===== src/rtl/rr_stream_arbiter.sv =====
// Round-robin packet arbiter: shares one registered valid/ready stage among NUM_REQ streams, locked per packet.
// One-cycle latency, full throughput; a stalled output drops every in_ready and freezes all state.
module rr_stream_arbiter #(
  parameter int NUM_REQ = 4,
  parameter int WIDTH   = 32,
  parameter int IDW     = $clog2(NUM_REQ)
) (
  input  logic                     clk,
  input  logic                     rst,
  input  logic [NUM_REQ-1:0]       in_valid,
  input  logic [NUM_REQ*WIDTH-1:0] in_data,
  input  logic [NUM_REQ-1:0]       in_last,
  output logic [NUM_REQ-1:0]       in_ready,
  output logic                     out_valid,
  output logic [WIDTH-1:0]         out_data,
  output logic                     out_last,
  output logic [IDW-1:0]           out_src,
  input  logic                     out_ready
);

  typedef enum logic {IDLE = 1'b0, LOCKED = 1'b1} state_t;

  state_t         state;
  state_t         state_nxt;
  logic [IDW-1:0] owner;
  logic [IDW-1:0] owner_nxt;
  logic [IDW-1:0] rr_ptr;
  logic [IDW-1:0] rr_ptr_nxt;
  logic [IDW-1:0] win_idx;
  logic           win_vld;
  logic [IDW-1:0] grant_idx;
  logic           grant_vld;
  logic [WIDTH-1:0] grant_dat;
  logic           stage_free;
  logic           accept;
  logic           acc_last;

  function automatic logic [IDW-1:0] wrap_inc(input logic [IDW-1:0] i);
    return (i == IDW'(NUM_REQ - 1)) ? '0 : i + IDW'(1);
  endfunction

  // Circular priority search starting at rr_ptr.
  always_comb begin : search
    logic [IDW-1:0] idx;
    win_vld = 1'b0;
    win_idx = '0;
    idx     = rr_ptr;
    for (int k = 0; k < NUM_REQ; k++) begin
      if (!win_vld && in_valid[idx]) begin
        win_vld = 1'b1;
        win_idx = idx;
      end
      idx = wrap_inc(idx);
    end
  end

  assign stage_free = !out_valid || out_ready;
  assign grant_idx  = (state == LOCKED) ? owner : win_idx;
  assign grant_vld  = (state == LOCKED) || win_vld;
  assign accept     = |(in_valid & in_ready);
  assign acc_last   = in_last[grant_idx];

  always_comb begin
    grant_dat = '0;
    for (int i = 0; i < NUM_REQ; i++) begin
      if (grant_idx == IDW'(i)) grant_dat = in_data[i*WIDTH +: WIDTH];
    end
  end

  always_ff @(posedge clk or posedge rst) begin
    if (rst) begin
      state  <= IDLE;
      owner  <= '0;
      rr_ptr <= '0;
    end else begin
      state  <= state_nxt;
      owner  <= owner_nxt;
      rr_ptr <= rr_ptr_nxt;
    end
  end

  always_comb begin
    state_nxt  = state;
    owner_nxt  = owner;
    rr_ptr_nxt = rr_ptr;
    if (accept) begin
      if (acc_last) begin
        state_nxt  = IDLE;
        rr_ptr_nxt = wrap_inc(grant_idx);
      end else begin
        state_nxt = LOCKED;
        owner_nxt = grant_idx;
      end
    end
  end

  // Grant is held back while reset is asserted so upstream never sees a ready it cannot use.
  always_comb begin
    in_ready = '0;
    if (!rst && grant_vld && stage_free) in_ready[grant_idx] = 1'b1;
  end

  always_ff @(posedge clk or posedge rst) begin
    if (rst) begin
      out_valid <= 1'b0;
      out_data  <= '0;
      out_last  <= 1'b0;
      out_src   <= '0;
    end else if (accept) begin
      out_valid <= 1'b1;
      out_data  <= grant_dat;
      out_last  <= acc_last;
      out_src   <= grant_idx;
    end else if (out_ready) begin
      out_valid <= 1'b0;
    end
  end

  a_ready_onehot : assert property (@(posedge clk) disable iff (rst) $onehot0(in_ready));
  a_stall_hold   : assert property (@(posedge clk) disable iff (rst)
                                    (out_valid && !out_ready) |=> ($stable(out_data) && out_valid));

endmodule


===== config.mk =====
export PLATFORM = sky130hd
export DESIGN_NAME = rr_stream_arbiter
export DESIGN_NICKNAME = d
export VERILOG_FILES = /design/src/rtl/rr_stream_arbiter.sv
export SDC_FILE = /design/constraint.sdc
export NUM_CORES = 1
export LEC_CHECK = 0
export BUFFER_PORTS_ARGS = -buffer_cell sky130_fd_sc_hd__buf_2
export CAP_MARGIN = 10
export CORE_MARGIN = 3
export CORE_UTILIZATION = 35
export DETAILED_ROUTE_END_ITERATION = 8
export GPL_TIMING_DRIVEN = 0
export PLACE_DENSITY_LB_ADDON = 0.08
export SETUP_SLACK_MARGIN = 0.15
export SKIP_CTS_REPAIR_TIMING = 1
export SLEW_MARGIN = 5
export SYNTH_ARGS = -nofsm -noshare
export SYNTH_HDL_FRONTEND = slang
export SYNTH_SLANG_ARGS = --single-unit

===== constraint.sdc =====
create_clock -name clk -period 4.5 [get_ports clk]
set_input_delay 0.9 -clock clk [delete_from_list [all_inputs] [get_ports clk]]
set_output_delay 0.9 -clock clk [all_outputs]
set_load 0.02 [all_outputs]

==> metrics.cfg, run 1 <==
[status]
status=complete, no violations

[grt]
grt_pass1_wl_mm=16.7
antenna_found_initial=0
grt_overflow=0
grt_pass1_vias=3465
track_usage=0.215
grt_max_degree=25

[routing]
wl_per_cell_um=15.2
viasPerCell=5.12
drt_iter0_drc=69
routed_wl_mm=10.2
drc=0
first_pass_iters=4
ant_nets=0
dr_total_vias=3425

[yosys]
async_flop_share=1.00
ys.flop_type=dfrtp_1
syn_inst=375
synth_area_leader_cell=dfrtp_1
synth_most_common_cell=nor2_1
syn_area_sq_um=2870
synth-simple-area-share=0.192
synth_compound_area_frac=0.318
synth_xor_area_frac=0
yosysWarnings=0
netlist_top_cells_count=nor2_1 (69), a21oi_1 (67), dfrtp_1 (41)
avgSynthCellArea_sq_um=7.66
synth_enable_flop_cells=0
syn_nets=519
ys_ff_latch=41
ys_seq_area_frac=0.357
yosys.area_share.adder=0.0218
yosys-top-cells-area=dfrtp_1 (36%), a21oi_1 (12%), nor2_1 (9.0%)
synth_top_area_frac=0.357
synth_top_family_by_area=compound AO/OA/AOI/OAI gates
muxShareOfSynthArea=0.0549
yosysUniqueCellTypes=39

[place]
placedInstanceArea_sq_um=3910
place_ws_ns=-0.220
portBuffers=178
post-dp-hpwl_mm=7.93
placed_cells=656
gp_congestion=0.783

[cts]
clock_sinks=41
clk_path_buf_depth=2
cts-htree-levels=2
root_buffer=clkbuf_8
clock_latency_ns=0.29
cts_tree=built
path_clk_slew_ns=0.08
cts_buffers=5

[floorplan]
coreArea_sq_um=7850
initial_core_util=0.366
die_height_um=96.6
die_x_um=96.6
dieArea_sq_um=9330
io_pins=179
num_rows=32

[setup_path]
slowest_stage=dfrtp_1
crit_path_frequent_cell=buf_6
cp_data_arrival_time_ns=3.32
max_stage_delay_ns=0.40
path_cells=ha_1 > buf_6 > or3_4 > a21o_1 > a211oi_4 > a21oi_1 > o31a_1 > inv_2 > ha_2 > buf_6 > buf_6 > and2_1 > buf_2
path_class=register to primary output
end_kind=primary output
start_kind=register
cp_data_required_time_ns=3.60
crit_fanout=10

[timing]
fin_tns_setup_ns=0
rsz0062_at_grt=yes
hold_ws_ns=0.482
fin_crit_sh=0.938
min_period_ns=4.22
hold_viol=0
clock_skew_ns=0.00658
layout_setup_ws_ns=0.279
slew_viol_final=0
worst_slew_pin_slew_ns=0.539
setup_violations=0
fmax_mhz=237
slew_headroom=0.641

[cells_and_area]
final_cell_count_no_fill=669
fillers=859
post-route-util=0.523
drive_gt1_frac=0.397
antenna_cells=0
nets=710
syn2layout_area_growth_pct=42.8
fin_area_sq_um=4110

[power_and_ir_drop]
p_leak_nw=2.07
power.density_nw_per_um2=860
power.total_mw=3.53
vdd_drop_max_mv=0.281

[min_path]
hold_class=register to register

[job]
maxCapViolations=0

worst max-delay path: cells and delay by family (launching register included):
family          cells  cell delay [ns]
compound gates      4             0.98
fa+ha+maj           2             0.51
buf+inv             5             0.70
flops               1             0.40
simple gates        2             0.45
registers in the layout, summed over array words and instances (netlist names):
| signal | flops |
|---|---|
| owner | 2 |
| out_last | 1 |
| out_data | 32 |
| state | 1 |
| out_valid | 1 |
| out_src | 2 |
| rr_ptr | 2 |
path summary, 6_finish.rpt:
check	cells past startpoint	end	slack, ns	start
min in group asynchronous	2	out_data[28]	0.62	rst
worst max register to register	17	out_data[30]	0.50	rr_ptr[0]
worst max-delay path	13	in_ready[2]	0.28	rr_ptr[0]
max in group asynchronous	3	out_data[9]	3.40	rst
worst min register to register	2	out_data[9]	0.48	out_data[9]
worst min-delay path	2	out_data[9]	0.48	out_data[9]
power by group:
part | switching [mW] | total [mW] | internal, mW
logic | 1.64 | 2.62 | 0.983
clock network | 0.137 | 0.304 | 0.167
registers | 0.0772 | 0.603 | 0.526
total | 1.85 | 3.53 | 1.68
placed cells by master (no fill, tap or decap), drive strengths merged, types with 4 or more instances in the layout:
cell,instances
clkbuf,25
o21ai,37
inv,4
dfrtp,41
ha,5
and2,7
mux2,9
a22oi,33
buf,195
nand2,40
a21oi,67
nor2,70
kinds of logic (layout without fill, tap and decap cells):
logic type	after synthesis	in the layout
multiplexers	13	13
adder cells (fa/ha/maj)	5	5
AO/OA/AOI/OAI	151	151
buffers and inverters	35	227
flip-flops	41	41
AND/OR/NAND/NOR	130	130
cell type report:
class	instances	area [sq um]	area share
Sequential cell	41	1030	0.250
Clock buffer	6	72.6	0.0177
Multi-Input combinational cell	299	1690	0.412
Buffer	31	183	0.0445
Timing Repair Buffer	184	948	0.231
Inverter	4	15.0	0.00366
Tap cell	102	128	0.0311
Clock inverter	2	38.8	0.00945
layer usage:
layer	share of wire	vias up	track usage	wire length [um]
met5	0	-	0	0
met4	0.011	0	0.0540	109
met3	0.064	10	0.0490	649
met2	0.50	112	0.376	5140
met1	0.42	1597	0.266	4300
li1	-	1706	-	-
Note: power is estimated with default switching activity, not from simulation.
==> inputs of run 2 (changes only) <==
==> constraint.sdc (replaced) <==
create_clock -name clk -period 3.5 [get_ports clk]
set_input_delay 0.7 -clock clk [delete_from_list [all_inputs] [get_ports clk]]
set_output_delay 0.7 -clock clk [all_outputs]
set_load 0.02 [all_outputs]
==> metrics.cfg, run 2 (synthesis results as in run 1) <==
[power_and_ir_drop]
power.density_nw_per_um2=1210
p_leak_nw=2.34
vdd_drop_max_mv=0.563

[status]
status=finished, violations left
violations=negative setup slack

[cells_and_area]
antenna_cells=0
drive_gt1_frac=0.530
nets=738
largest_register_ffs=32
final_cell_count_no_fill=696
regMostFlops=out_data
fillers=773
final_cell_mix=buf_2 (174), nor2_1 (67), a21oi_1 (65), dfrtp_1 (40), nand2_1 (39)
syn2layout_area_growth_pct=66.4
layout_commonest_cell=buf_2

[setup_path]
cp_data_required_time_ns=2.80
crit-reg2reg-capture=rr_ptr[1]
path_class=register to primary output
r2r_setup_slack_ns=-0.03
end_kind=primary output
start_kind=register
crit_fanout=6
cp_data_arrival_time_ns=3.08
r2r.worst_path.cells=16
r2r-start=rr_ptr[0]

[cts]
path_clk_slew_ns=0.08
clk_path_buf_depth=2
cts-htree-levels=2
root_buffer=clkbuf_8
clock_latency_ns=0.29
cts_buffers=5
cts_tree=built
clock_sinks=41

[timing]
worst_slew_pin_slew_ns=0.523
hold_viol=0
clock_skew_ns=0.00812
setup_violations=7
rsz0062_at_grt=yes
slew_headroom=0.651
slew_viol_final=0
fin_crit_sh=1.08
min_period_ns=3.78
layout_setup_ws_ns=-0.281
fmax_mhz=265

[place]
gp_congestion=0.891
placed_cells=656
portBuffers=178
post-dp-hpwl_mm=8.15
place_ws_ns=-0.394

[routing]
routed_wl_mm=11.1
drc=0
first_pass_iters=4
viasPerCell=5.17
drt_iter0_drc=75
dr_total_vias=3601
ant_nets=0
wl_per_cell_um=15.9

[floorplan]
die_x_um=96.6
dieArea_sq_um=9330
io_pins=179
num_rows=32
die_height_um=96.6
initial_core_util=0.366
coreArea_sq_um=7850

[grt]
grt_overflow=0
grt_pass1_vias=3302
track_usage=0.215
grt_pass1_wl_mm=16.7
grt_max_degree=24
antenna_found_initial=0

[job]
maxCapViolations=0

[min_path]
hold_class=input pin to async pin

run 2: worst max path at each step:
| stage | start | end | slack [ns] |
|---|---|---|---|
| final | rr_ptr[0] | in_ready[3] | -0.28 |
| after global routing | rr_ptr[0] | in_ready[3] | -0.40 |
| after CTS | rr_ptr[1] | in_ready[2] | -0.72 |
| after detailed placement | rr_ptr[1] | out_data[7] | -0.39 |
| after global placement | rr_ptr[1] | in_ready[2] | -0.38 |
| after floorplan | rr_ptr[1] | rr_ptr[0] | -0.03 |
run 2: report_power, final:
| group | switching, mW | internal (mW) | total (mW) |
|---|---|---|---|
| Combinational | 2.50 | 2.20 | 4.70 |
| Sequential | 0.100 | 0.676 | 0.776 |
| Clock | 0.166 | 0.156 | 0.322 |
| Total | 2.76 | 3.03 | 5.79 |
run 2: stage by stage:
stage          instance area (sq um)   util  setup TNS (ns)  power [mW]  hold slack, ns
6_report                        4780  0.609          -0.995        5.79           0.440
2_1_floorplan                   3000      -         -0.0669        3.33           0.493
3_5_place_dp                    4050  0.516          -12.56        4.25           0.460
3_3_place_gp                    4020  0.512          -12.33        4.21           0.457
4_1_cts                         4140  0.527          -15.28        4.58           0.446
5_1_grt                         4780  0.609           -5.24        6.27           0.457
run 2: area by class of cell:
class                           instances  area (sq um)  share of cell area
Tap cell                              102           128              0.0267
Multi-Input combinational cell        299          1950               0.409
Clock buffer                            6          82.6              0.0173
Buffer                                 30           299              0.0625
Inverter                                4          15.0             0.00314
Clock inverter                          1          7.51             0.00157
Timing Repair Buffer                  213          1270               0.265
Sequential cell                        41          1030               0.215
run 2: worst max-delay path, cell delays in order (launching register included):
cell and delay, ns:
dfrtp_1 0.43, ha_4 0.26, buf_8 0.12, or3_4 0.32
a21o_1 0.20, a211oi_4 0.26, a21oi_1 0.10, o31a_1 0.35
inv_2 0.14, ha_4 0.17, buf_8 0.11, buf_8 0.10
and2_4 0.12, buf_6 0.11
run 2: layer usage:
metal  up-vias  wire [um]  GRT usage
met2       127       5470      0.353
met1      1698       4750      0.289
met4         0        140     0.0616
li1       1766          -          -
met3        10        687     0.0404
met5         -          0          0
